--- config.mk ---
export PLATFORM = sky130hd
export DESIGN_NAME = cmp_serial_pm
export DESIGN_NICKNAME = d
export VERILOG_FILES = /design/src/rtl/cmp_serial_pm.sv
export SDC_FILE = /design/constraint.sdc
export NUM_CORES = 1
export LEC_CHECK = 0
export CORE_MARGIN = 5
export CORE_UTILIZATION = 50
export DETAILED_ROUTE_END_ITERATION = 7
export DONT_BUFFER_PORTS = 1
export PLACE_DENSITY_LB_ADDON = 0.3
export SETUP_SLACK_MARGIN = 0.05
export SKIP_LAST_GASP = 1
export SLEW_MARGIN = 5
export SYNTH_ARGS = -nofsm -noshare
export SYNTH_HDL_FRONTEND = slang
export SYNTH_SLANG_ARGS = --single-unit
--- constraint.sdc ---
create_clock -name clk -period 2 [get_ports clk]
set_input_delay 0.3 -clock clk [delete_from_list [all_inputs] [get_ports clk]]
set_output_delay 0.3 -clock clk [all_outputs]
set_load 0.1 [all_outputs]
--- src/rtl/cmp_serial_pm.sv ---
`default_nettype none
// ============================================================================
// Module   : cmp_serial_pm
// Purpose  : Iterative MSB-first magnitude comparator. Scans DIGIT bits per
//            clock and stops at the first differing digit. The relation
//            (EQ/NE/LT/LE/GT/GE) and signedness are chosen per job.
// Ports    : clk, rst_n (sync, active-low)
//            in_valid/in_ready  - operand handshake (a, b, mode, is_signed)
//            out_valid/out_ready - result handshake (result, ncyc)
//            ncyc               - number of scan cycles used (1..N)
// Revision : 1.0 - initial release
// ============================================================================
module cmp_serial_pm #(
    parameter int WIDTH = 8,
    parameter int DIGIT = 2
) (
    input  logic                              clk,
    input  logic                              rst_n,
    input  logic                              in_valid,
    output logic                              in_ready,
    input  logic [WIDTH-1:0]                  a,
    input  logic [WIDTH-1:0]                  b,
    input  logic [2:0]                        mode,
    input  logic                              is_signed,
    output logic                              out_valid,
    input  logic                              out_ready,
    output logic                              result,
    output logic [$clog2(WIDTH/DIGIT):0]      ncyc
);

    localparam int N   = WIDTH / DIGIT;
    localparam int NCW = $clog2(N) + 1;

    localparam logic [1:0] S_IDLE = 2'd0;
    localparam logic [1:0] S_SCAN = 2'd1;
    localparam logic [1:0] S_DONE = 2'd2;

    localparam logic [NCW-1:0] C_LAST = NCW'(N - 1);
    localparam logic [NCW-1:0] C_ONE  = NCW'(1);

    logic [1:0]       r_state;
    logic [WIDTH-1:0] r_a;
    logic [WIDTH-1:0] r_b;
    logic [2:0]       r_mode;
    logic [NCW-1:0]   r_cnt;
    logic [NCW-1:0]   r_ncyc;
    logic             r_gt;
    logic             r_lt;
    logic             r_eq;

    logic [DIGIT-1:0] w_dig_a;
    logic [DIGIT-1:0] w_dig_b;
    logic             w_rel;

    // The operands are shifted left each equal digit, so the digit under
    // test is always the top one.
    assign w_dig_a = r_a[WIDTH-1 -: DIGIT];
    assign w_dig_b = r_b[WIDTH-1 -: DIGIT];

    always_comb begin
        w_rel = 1'b0;
        case (r_mode)
            3'd0:    w_rel = r_eq;
            3'd1:    w_rel = !r_eq;
            3'd2:    w_rel = r_lt;
            3'd3:    w_rel = r_lt | r_eq;
            3'd4:    w_rel = r_gt;
            3'd5:    w_rel = r_gt | r_eq;
            default: w_rel = 1'b0;
        endcase
    end

    assign in_ready  = (r_state == S_IDLE);
    assign out_valid = (r_state == S_DONE);
    // Gated so the output reads 0 whenever no result is being offered.
    assign result    = (r_state == S_DONE) && w_rel;
    assign ncyc      = r_ncyc;

    always_ff @(posedge clk) begin
        if (!rst_n) begin
            r_state <= S_IDLE;
            r_a     <= '0;
            r_b     <= '0;
            r_mode  <= '0;
            r_cnt   <= '0;
            r_ncyc  <= '0;
            r_gt    <= 1'b0;
            r_lt    <= 1'b0;
            r_eq    <= 1'b0;
        end else begin
            case (r_state)
                S_IDLE: begin
                    if (in_valid) begin
                        // Flipping the sign bit maps two's complement onto
                        // offset binary, so the scan itself is always unsigned.
                        r_a     <= {a[WIDTH-1] ^ is_signed, a[WIDTH-2:0]};
                        r_b     <= {b[WIDTH-1] ^ is_signed, b[WIDTH-2:0]};
                        r_mode  <= mode;
                        r_cnt   <= '0;
                        r_gt    <= 1'b0;
                        r_lt    <= 1'b0;
                        r_eq    <= 1'b0;
                        r_state <= S_SCAN;
                    end
                end
                S_SCAN: begin
                    if (w_dig_a != w_dig_b) begin
                        r_gt    <= (w_dig_a > w_dig_b);
                        r_lt    <= !(w_dig_a > w_dig_b);
                        r_eq    <= 1'b0;
                        r_ncyc  <= r_cnt + C_ONE;
                        r_state <= S_DONE;
                    end else if (r_cnt == C_LAST) begin
                        r_gt    <= 1'b0;
                        r_lt    <= 1'b0;
                        r_eq    <= 1'b1;
                        r_ncyc  <= r_cnt + C_ONE;
                        r_state <= S_DONE;
                    end else begin
                        r_a     <= r_a << DIGIT;
                        r_b     <= r_b << DIGIT;
                        r_cnt   <= r_cnt + C_ONE;
                    end
                end
                S_DONE: begin
                    if (out_ready) begin
                        r_state <= S_IDLE;
                    end
                end
                default: r_state <= S_IDLE;
            endcase
        end
    end

endmodule
`default_nettype wire

; ---- After elaboration in Yosys (flattened, before gate mapping)
; Index checks and enable logic that the tools add are counted.
[totals]
in_bits = 24
wordCells = 70
out_inout_bits = 6
ff_bits = 30
[classes]
muxes = 29
n_eq_ne = 14
addsub = 1
n_reduce_logical = 12
order_cmp = 1
bitwise = 4
[op_table]
columns = cell, count
row1 = $mux W8, 6
row2 = $pmux W8 S2, 2
row3 = $mux W3, 5
row4 = $eq A3 B2 Y1 const B, 3
row5 = $mux W2, 4
row6 = $eq A3 B3 Y1 const B, 2
row7 = $mux W1, 6
row8 = $ne A2 B2 Y1 const B, 3
row9 = $pmux W1 S2, 3
row10 = $pmux W1 S6, 1
row11 = $pmux W2 S3, 1
row12 = $pmux W3 S2, 1
row13 = $reduce_and A3 Y1, 2
row14 = $reduce_and A2 Y1, 2
row15 = $reduce_and A4 Y1, 1
row16 = $reduce_bool A2 Y1, 2
row17 = $add A3 B1 Y3 const B, 1
row18 = $eq A3 B1 Y1 const B, 1
row19 = $logic_not A3 Y1, 1
row20 = $ne A3 B3 Y1 const B, 1
row21 = $eq A2 B1 Y1 const B, 1
row22 = $eq A2 B2 Y1 const B, 1
row23 = $gt A2 B2 Y1, 1
row24 = $logic_not A1 Y1, 2
row25 = other kinds (6), 8

; ---- Logic depth before layout (Yosys ltp)
; Gate-level depths: netlist (run 1).
[logic_depth]
depth_word = 4
ltp_mapped = 7
depth_no_buf = 6

; ---- Worst setup path after synthesis (run 1)
; OpenSTA, ideal clock, no wires.
[synth_timing]
kind = reg-to-output
from = register r_state[1]
to = output result
arrival_time_ps = 4044
slack_ps = -2344
required_time_ps = 1700
stages_incl_launch_ff = 5
path_cell_list = dfxtp_1 > inv_1 > nor2_1 > nand3_1 > nor3_1
[synth_between]
elab_chain_len = 2
[synth_lines]
columns = element, line
row1 = from (decl), 41  ; logic [1:0] r_state;
row2 = from (signal assigned), 81  ; r_state <= S_IDLE;
row3 = from (signal assigned), 103  ; r_state <= S_SCAN;
row4 = from (signal assigned), 112  ; r_state <= S_DONE;
row5 = $eq A2 B2 Y1, -
row6 = net out_valid, 25  ; output logic out_valid,
row7 = $logic_and A1 B1 Y1, 76  ; assign result = (r_state == S_DONE) && w_rel;
row8 = to (decl), 27  ; output logic result,
; The timed path passes the listed nets, and every way through them passes these cells.

; ---- Worst setup path in the final report (run 1)
[layout_timing]
from = register r_mode[1]
to = output result
[layout_between]
elab_chain_len = 3
word_cells_on_any_way = 8
[layout_lines]
columns = element, line
row1 = from (decl), 44  ; logic [2:0] r_mode;
row2 = from (signal assigned), 98  ; r_mode <= mode;
row3 = "$eq A3 B3 Y1, or another cell as far along", 62  ; case (r_mode)
row4 = $pmux W1 S6 *, 62
row5 = $logic_and A1 B1 Y1 *, 76
; Every way passes the cells marked *; elsewhere a longest branch is shown, timed or not.

==> impl_metrics.py, run 1 <==
metrics = {
    "power": {
        "ir_drop_mv": 0.644,
        "combPwrFrac_pct": 36.0,
        "p_clk_share_pct": 19.5,
        "netSwitchingPower_w": 0.000632,
        "p_per_area_nw_per_um2": 1060,
        "p_leak_nw": 0.613,
        "p_sw_share_pct": 37.6,
        "finalPower_w": 0.00168,
        "internal-power_w": 0.00105,
        "seqPwrFrac_pct": 44.5,
    },
    "timing": {
        "final.period_utilization_pct": 91.7,
        "finClkSkew_ps": 4.44,
        "worst_pin_slew_ps": 533,
        "finalSetupViolations": 0,
        "worst_slack_ps": 166,
        "finalCriticalPeriod_ps": 1830,
        "slew_viol_final": 0,
        "rsz0062_at_grt": "false",
        "worst_hold_slack_ps": 88.5,
        "hold_viol_final": 0,
        "maxSlewHeadroom_pct": 64.3,
        "max_freq_ghz": 0.545,
    },
    "clocking": {
        "clkSinkCount": 30,
        "h-tree-depth": 2,
        "cts_made_buffers": 5,
        "clock-root-buffer": "clkbuf_4",
        "insertion_delay_ps": 330,
        "cts_tree": "yes",
        "clk_path_buf_depth": 2,
        "clk_pin_slew_ps": 90,
    },
    "floorplanning": {
        "die-area_um2": 3930,
        "die_x_um": 62.7,
        "core-area_um2": 2710,
        "ioPinCount": 30,
        "start_util_pct": 51.2,
        "die_h_um": 62.7,
        "num_rows": 19,
    },
    "placed_design": {
        "io_buffers": 0,
        "place.gp.congestion": 0.777,
        "pre_cts_slack_ps": 225,
        "hpwl_um": 2180,
    },
    "logic_synthesis": {
        "synth_adder_area_share_pct": 3.61,
        "async_flop_share_pct": 0,
        "synth_enable_flop_cells": 0,
        "ys_warn_count": 0,
        "syn-cell-area_um2": 1390,
        "synthCells": 169,
        "seq_area_frac_synth_pct": 43.3,
        "synth_top_area_share_pct": 43.3,
        "yosysUniqueCellTypes": 35,
        "synth_compound_area_share_pct": 18.6,
        "synth-seq-cells": 30,
        "synth_area_leaders": "dfxtp_1, nand2_1, a311oi_1",
        "synth_ff_type": "dfxtp_1",
        "synth_nets": 197,
        "synth.largest_area_cell": "dfxtp_1",
        "synth_top_family_by_area": "simple AND/OR/NAND/NOR gates",
        "yosys.area_share.simple_pct": 25.7,
        "post_synth.cell_area_avg_um2": 8.20,
        "muxShareOfSynthArea_pct": 2.17,
        "synthXorXnorAreaFrac_pct": 1.26,
    },
    "grt": {
        "grtUsageTotal_pct": 16.1,
        "grt_pass1_wl_um": 5120,
        "gr-total-overflow": 0,
        "antenna_found_initial": 0,
        "grt_max_degree": 35,
        "grt_pass1_vias": 1194,
    },
    "drt": {
        "vias_per_cell": 5.77,
        "drt-pass1-iter-count": 4,
        "route.detailed.drc": 0,
        "drt_iter0_markers": 54,
        "ant_nets": 0,
        "drt-total-wl_um": 3080,
        "vias": 1205,
        "wl_per_cell_um": 14.7,
    },
    "worst_setup_path": {
        "critPathCaptureType": "primary output",
        "cp_cell_sequence": "or3_1, a31oi_2, nor3_4, buf_12",
        "path_class": "flip-flop to primary output",
        "cp_num_buf_inv": 1,
        "crit_path_start_kind": "flip-flop",
        "required_ps": 1700,
        "slowest_stage": "or3_1",
        "arrival_ps": 1530,
        "cp_top_family": "simple AND/OR/NAND/NOR gates",
        "crit_fanout": 5,
        "critPathMaxStageDelay_ps": 390,
    },
    "flow_run": {
        "drv_cap": 0,
    },
    "final_layout": {
        "nNetsFinal": 206,
        "antenna_cells": 0,
        "fillers": 260,
        "fin_util_pct": 58.4,
        "drive_gt1_share_pct": 14.0,
        "area_growth_pct": 14.2,
    },
    "hold_path": {
        "min_path_type": "input pin to flip-flop",
    },
    "status": {
        "outcome": "finished, final reports clean",
    },
}
==> per-layer routing <==
layer	share of wire (%)	global-route usage, %	wire [um]
met4	2.0	7.96	61
met5	0	0	0
met3	6.3	7.73	193
met2	48	24.9	1470
met1	44	18.3	1360
==> power by group through the flow <==
stage	Combinational, W	Clock [W]	Sequential, W
global placement	0.000534	0	0.000758
detailed placement	0.000552	0	0.000762
finish	0.000606	0.000328	0.000748
CTS	0.000554	0.000338	0.000748
floorplan	0.000422	0	0.000781
global route	0.000664	0.000378	0.000760
==> cell usage after synthesis (all sizes together) (3+ instances only) <==
| cell type | instances |
|---|---|
| o22ai | 4 |
| mux2i | 3 |
| a311oi | 10 |
| o21ai | 4 |
| ha | 4 |
| nand2 | 40 |
| dfxtp | 30 |
| inv | 6 |
| nand3 | 6 |
| nor2 | 20 |
| clkbuf | 3 |
| a21oi | 6 |
| buf | 6 |
| nand2b | 4 |
==> area by class of cell <==
class | instances | area [um2] | share of cell area [%]
multi-input combinational | 123 | 746 | 47.1
sequential | 30 | 602 | 38.0
timing repair buffer | 11 | 125 | 7.91
clock buffer | 7 | 45.0 | 2.85
tap | 31 | 38.8 | 2.45
inverter | 7 | 26.3 | 1.66
==> placed cells by master (no fill, tap or decap), types with 3 or more instances in the layout <==
master,Yosys,routed
o21ai_0,3,3
inv_1,6,6
buf_4,0,8
a311oi_1,9,8
ha_1,4,4
nand3_1,6,6
a21oi_1,5,5
nor2_1,20,18
o22ai_1,4,4
clkbuf_4,0,5
mux2i_1,3,3
nand2b_1,4,4
dfxtp_1,30,29
nand2_1,40,40
==> worst reg2reg max path, stage by stage, from the launching register on <==
cell	delay, ps
dfxtp_1	350
ha_1	220
ha_1	220
nand4b_2	250
a21oi_4	220
buf_12	160
nor2_1	50
a311oi_1	240
==> through the flow <==
| step | TNS, ps | std cells | instance area, um2 |
|---|---|---|---|
| after floorplan | -372 | 169 | 1410 |
| after CTS | 0 | 207 | 1540 |
| after global routing | 0 | 209 | 1580 |
| after global placement | 0 | 200 | 1490 |
| after detailed placement | 0 | 200 | 1490 |
| final | 0 | 209 | 1580 |
==> logic make-up (layout without fill, tap and decap cells) <==
group	after synthesis	in the layout
AOI/OAI and AO/OA	34	34
xor gates and xnor gates	2	2
adders and majority gates	4	4
buffers and inverters	16	25
DFF	30	30
muxes	3	3
and+or+nand+nor	80	80
==> timing repair <==
| action | CTS | global route |
|---|---|---|
| setup buffers | 0 | 1 |
| gates resized for setup | 0 | 3 |
| hold buffers | 0 | 0 |
| setup endpoints to repair | 0 | 4 |
==> registers in the layout (all words and copies together), names as in the netlist <==
| signal | cells |
|---|---|
| ncyc | 3 |
| r_a | 8 |
| r_b | 8 |
| r_cnt | 3 |
| r_eq | 1 |
| r_gt | 1 |
| r_lt | 1 |
| r_mode | 3 |
| r_state | 2 |
==> final timing paths <==
kind / end / slack [ps] / start / cells past startpoint
max: result / 170 / r_mode[1] / 4
min: r_state[0] / 90 / rst_n / 1
max reg2reg: r_b[5] / 180 / r_cnt[0] / 7
min reg2reg: r_gt / 470 / r_gt / 2
No activity file was read; power rests on OpenSTA's default activity.
==> run 2: changes to the inputs <==
Settings changed: SKIP_CTS_REPAIR_TIMING from default to 1.
Clock period 2 ns to 1.7 ns, I/O delays scaled along.
==> impl_metrics.py, run 2 (synthesis results as in run 1) <==
metrics = {
    "drt": {
        "route.detailed.drc": 0,
        "drt-pass1-iter-count": 4,
        "vias": 1305,
        "drt-total-wl_um": 3680,
        "vias_per_cell": 5.88,
        "wl_per_cell_um": 16.6,
        "drt_iter0_markers": 87,
        "ant_nets": 0,
    },
    "power": {
        "p_per_area_nw_per_um2": 1260,
        "p_leak_nw": 0.712,
        "ir_drop_mv": 0.886,
    },
    "placed_design": {
        "pre_cts_slack_ps": -50.5,
        "io_buffers": 0,
        "postPlaceCellArea_um2": 1540,
        "hpwl_um": 2210,
        "place.gp.congestion": 0.801,
    },
    "floorplanning": {
        "num_rows": 19,
        "die-area_um2": 3930,
        "core-area_um2": 2710,
        "start_util_pct": 51.2,
        "ioPinCount": 30,
        "die_x_um": 62.7,
        "die_h_um": 62.7,
    },
    "clocking": {
        "clock-root-buffer": "clkbuf_4",
        "clk_path_buf_depth": 2,
        "h-tree-depth": 2,
        "insertion_delay_ps": 330,
        "cts_tree": "yes",
        "cts_made_buffers": 5,
        "clkSinkCount": 30,
        "clk_pin_slew_ps": 90,
    },
    "final_layout": {
        "reg.largest.list": "r_a: 8 flops, r_b: 8 flops",
        "fin_util_pct": 70.1,
        "area_growth_pct": 37.1,
        "layout_commonest_cell": "nand2_1",
        "regArea_um2": 613,
        "final_cell_area_um2": 1900,
        "nNetsFinal": 218,
        "multi_input_area_um2": 932,
        "antenna_cells": 0,
        "fillers": 211,
        "layout_common_cells": "nand2_1, dfxtp_1, buf_4",
        "drive_gt1_share_pct": 35.6,
    },
    "worst_setup_path": {
        "slowest_stage": "or3_4",
        "arrival_ps": 1460,
        "crit_fanout": 5,
        "critPathCaptureType": "primary output",
        "critPathMaxStageDelay_ps": 390,
        "cp_top_family": "simple AND/OR/NAND/NOR gates",
        "required_ps": 1440,
        "cp_num_buf_inv": 1,
        "crit_path_start_kind": "flip-flop",
        "path_class": "flip-flop to primary output",
        "cp_cell_sequence": "or3_4, a31oi_4, nor3_4, buf_12",
    },
    "timing": {
        "final.period_utilization_pct": 101,
        "max_freq_ghz": 0.582,
        "rsz0062_at_grt": "true",
        "worst_slack_ps": -18.9,
        "finalSetupViolations": 7,
        "worst_pin_slew_ps": 630,
        "finClkSkew_ps": 6.11,
        "finalCriticalPeriod_ps": 1720,
        "maxSlewHeadroom_pct": 57.7,
        "hold_viol_final": 0,
        "slew_viol_final": 0,
    },
    "status": {
        "outcome": "complete, but fails checks",
        "violations": "setup timing",
    },
    "grt": {
        "grt_pass1_wl_um": 5040,
        "gr-total-overflow": 0,
        "grt_pass1_vias": 1183,
        "grtUsageTotal_pct": 16.0,
        "grt_max_degree": 22,
        "antenna_found_initial": 0,
    },
    "hold_path": {
        "min_path_type": "input pin to flip-flop",
    },
    "flow_run": {
        "drv_cap": 0,
    },
}
[run 2: power breakdown]
part / leakage [nW] / switching [W] / internal, W / total (W)
Combinational: 0.427 / 0.000559 / 0.000445 / 0.00100
Clock: 0.0353 / 0.000254 / 0.000200 / 0.000455
Sequential: 0.249 / 0.000116 / 0.000813 / 0.000928
[run 2: through the flow]
stage	hold WS (ps)	power (W)	cells	setup TNS, ps
2_1_floorplan	402	0.00142	169	-1730
5_1_grt	29.0	0.00252	222	-950
3_3_place_gp	376	0.00156	205	0
4_1_cts	30.1	0.00203	213	-291
3_5_place_dp	379	0.00159	205	-74.4
6_report	37.1	0.00239	222	-47.8
[run 2: worst paths after layout]
path	startpoint	to	slack [ps]	depth (start not counted)
setup / recovery	r_mode[2]	result	-20	4
hold / removal	rst_n	ncyc[2]	40	1
setup reg to reg	r_cnt[1]	r_a[3]	-10	7
hold reg to reg	r_gt	r_gt	480	2
[run 2: worst reg2reg max path, cell delays in order (launching register included)]
cell	delay, ps
dfxtp_2	350
ha_4	170
ha_4	150
nand4b_4	190
a21oi_4	320
buf_12	200
nor2_4	30
a311oi_1	190
[run 2: cell type report]
cell class              instances  area share [%]
flip-flops and latches         30            32.3
clock inverters                 1           0.263
inverters                       7            1.51
repair buffers                 23            12.0
clock buffers                   7            2.90
well taps                      31            2.04
multi-input cells             123            49.0
[run 2: routing by layer]
| metal | share of wire (%) | vias to the layer above | GRT usage [%] |
|---|---|---|---|
| li1 | - | 628 | - |
| met1 | 41 | 629 | 18.3 |
| met2 | 52 | 43 | 26.9 |
| met3 | 5.6 | 5 | 5.76 |
| met4 | 1.3 | 0 | 6.37 |
| met5 | 0 | - | 0 |
==> run 3: changes to the inputs <==
Settings changed: CORE_MARGIN 5 to 4.
==> impl_metrics.py, run 3 (synthesis results as in run 1) <==
metrics = {
    "drt": {
        "ant_nets": 0,
        "wl_per_cell_um": 16.4,
        "vias_per_cell": 5.82,
        "route.detailed.drc": 0,
        "drt-pass1-iter-count": 6,
        "vias": 1257,
        "drt-total-wl_um": 3540,
        "drt_iter0_markers": 54,
    },
    "clocking": {
        "cts_made_buffers": 5,
        "h-tree-depth": 2,
        "clk_path_buf_depth": 2,
        "clk_pin_slew_ps": 90,
        "clock-root-buffer": "clkbuf_4",
        "clkSinkCount": 30,
        "insertion_delay_ps": 330,
        "cts_tree": "yes",
    },
    "final_layout": {
        "fin_util_pct": 72.7,
        "reg.largest.list": "r_a: 8 flops, r_b: 8 flops",
        "area_growth_pct": 34.7,
        "antenna_cells": 0,
        "layout_commonest_cell": "nand2_1",
        "layout_common_cells": "nand2_1, dfxtp_1, buf_4",
        "nNetsFinal": 214,
        "final_cell_area_um2": 1870,
        "drive_gt1_share_pct": 34.4,
    },
    "floorplanning": {
        "die_x_um": 60.7,
        "core-area_um2": 2570,
        "start_util_pct": 54.0,
        "num_rows": 18,
        "ioPinCount": 30,
        "die-area_um2": 3680,
        "die_h_um": 60.7,
    },
    "hold_path": {
        "hp-start": "rst_n",
        "holdPathEnd": "ncyc[2]",
        "hold_depth": 1,
        "min_path_type": "input pin to flip-flop",
    },
    "timing": {
        "worst_slack_ps": -32.4,
        "finalSetupViolations": 3,
        "max_freq_ghz": 0.577,
        "finalCriticalPeriod_ps": 1730,
        "tns_ps": -59.2,
        "worst_pin_slew_ps": 653,
        "rsz0062_at_grt": "true",
        "slew_viol_final": 0,
        "worst_hold_slack_ps": 37.6,
        "hold_viol_final": 0,
        "final.period_utilization_pct": 102,
        "maxSlewHeadroom_pct": 56.2,
        "finClkSkew_ps": 9.49,
    },
    "power": {
        "p_per_area_nw_per_um2": 1250,
        "seqPwrFrac_pct": 39.2,
        "internal-power_w": 0.00144,
        "p_clk_share_pct": 18.7,
        "p_leak_nw": 0.693,
        "ir_drop_mv": 0.950,
        "p_sw_share_pct": 38.6,
        "netSwitchingPower_w": 0.000903,
        "finalPower_w": 0.00234,
        "combPwrFrac_pct": 42.1,
    },
    "worst_setup_path": {
        "critPathCaptureType": "flip-flop",
        "rr_worst_depth": 7,
        "path_class": "flip-flop to flip-flop",
        "required_ps": 1940,
        "reg2reg_slack_ps": -30,
        "crit_fanout": 6,
        "crit_path_start_kind": "flip-flop",
        "r2r-start": "r_cnt[0]",
        "arrival_ps": 1970,
        "crit-reg2reg-capture": "r_b[2]",
    },
    "grt": {
        "antenna_found_initial": 0,
        "grtUsageTotal_pct": 18.3,
        "grt_pass1_wl_um": 4940,
        "gr-total-overflow": 0,
        "busiest_layer": "met2",
        "use_met3_pct": 6.81,
        "grt_pass1_vias": 1171,
        "gr-usage-met1_pct": 21.0,
        "grt_max_degree": 25,
        "met2_usage_pct": 30.2,
    },
    "placed_design": {
        "io_buffers": 0,
        "postPlaceCellArea_um2": 1520,
        "hpwl_um": 2180,
        "place.gp.congestion": 0.795,
    },
    "status": {
        "outcome": "complete, but fails checks",
        "violations": "setup timing",
    },
    "flow_run": {
        "drv_cap": 0,
    },
}
run 3: cell types whose count changed in the layout (fill, tap and decap cells not counted):
cell / before / now
buf_4: 15 / 11
buf_6: 4 / 3
clkbuf_16: 1 / 2
clkinv_2: 1 / 0
dfxtp_2: 4 / 5
dfxtp_4: 2 / 1
nor2_1: 8 / 9
nor2_2: 3 / 5
nor2_4: 9 / 6
o21ai_1: 2 / 1
o21ai_2: 0 / 1
o31ai_1: 2 / 1
o31ai_2: 0 / 1
run 3: cell type report:
type | instances | area (um2)
multi-input cells | 123 | 923
clock buffers | 7 | 55.1
fillers | 179 | 701
well taps | 30 | 37.5
flip-flops and latches | 30 | 611
inverters | 7 | 28.8
repair buffers | 19 | 211
run 3: worst max path at each step:
stage | end | slack [ps] | depth (start not counted) | from
detailed placement | r_a[4] | -10 | 7 | r_cnt[0]
global route | r_b[2] | -110 | 7 | r_cnt[0]
finish | r_b[2] | -30 | 7 | r_cnt[0]
global placement | r_a[5] | 80 | 7 | r_cnt[0]
CTS | result | -120 | 4 | r_mode[1]
floorplan | result | -490 | 4 | r_state[1]
run 3: per-stage QoR:
step | worst slack (ps) | std cells
after floorplan | -486 | 169
after global placement | 77.7 | 201
after detailed placement | -11.6 | 201
after CTS | -121 | 208
after global routing | -107 | 216
final | -32.4 | 216
run 3: worst max-delay path: stages, from the launching register on:
cell	delay (ps)
dfxtp_2	350
ha_4	160
ha_4	160
nand4b_4	180
a21oi_4	320
clkbuf_16	230
nor2_2	40
a311oi_1	210
run 3: metal layers:
layer | routed length, um | vias to the layer above
met3 | 181 | 6
met2 | 1760 | 25
met5 | 0 | -
li1 | - | 620
met4 | 46 | 0
met1 | 1550 | 606
run 3: power by group through the flow:
stage                     sequential, W  combinational (W)  clock (W)
after floorplan                0.000921           0.000500          0
after global placement         0.000892           0.000652          0
after detailed placement       0.000897           0.000674          0
after CTS                      0.000881           0.000675   0.000441
after global routing           0.000929            0.00105   0.000479
final                          0.000918           0.000985   0.000437
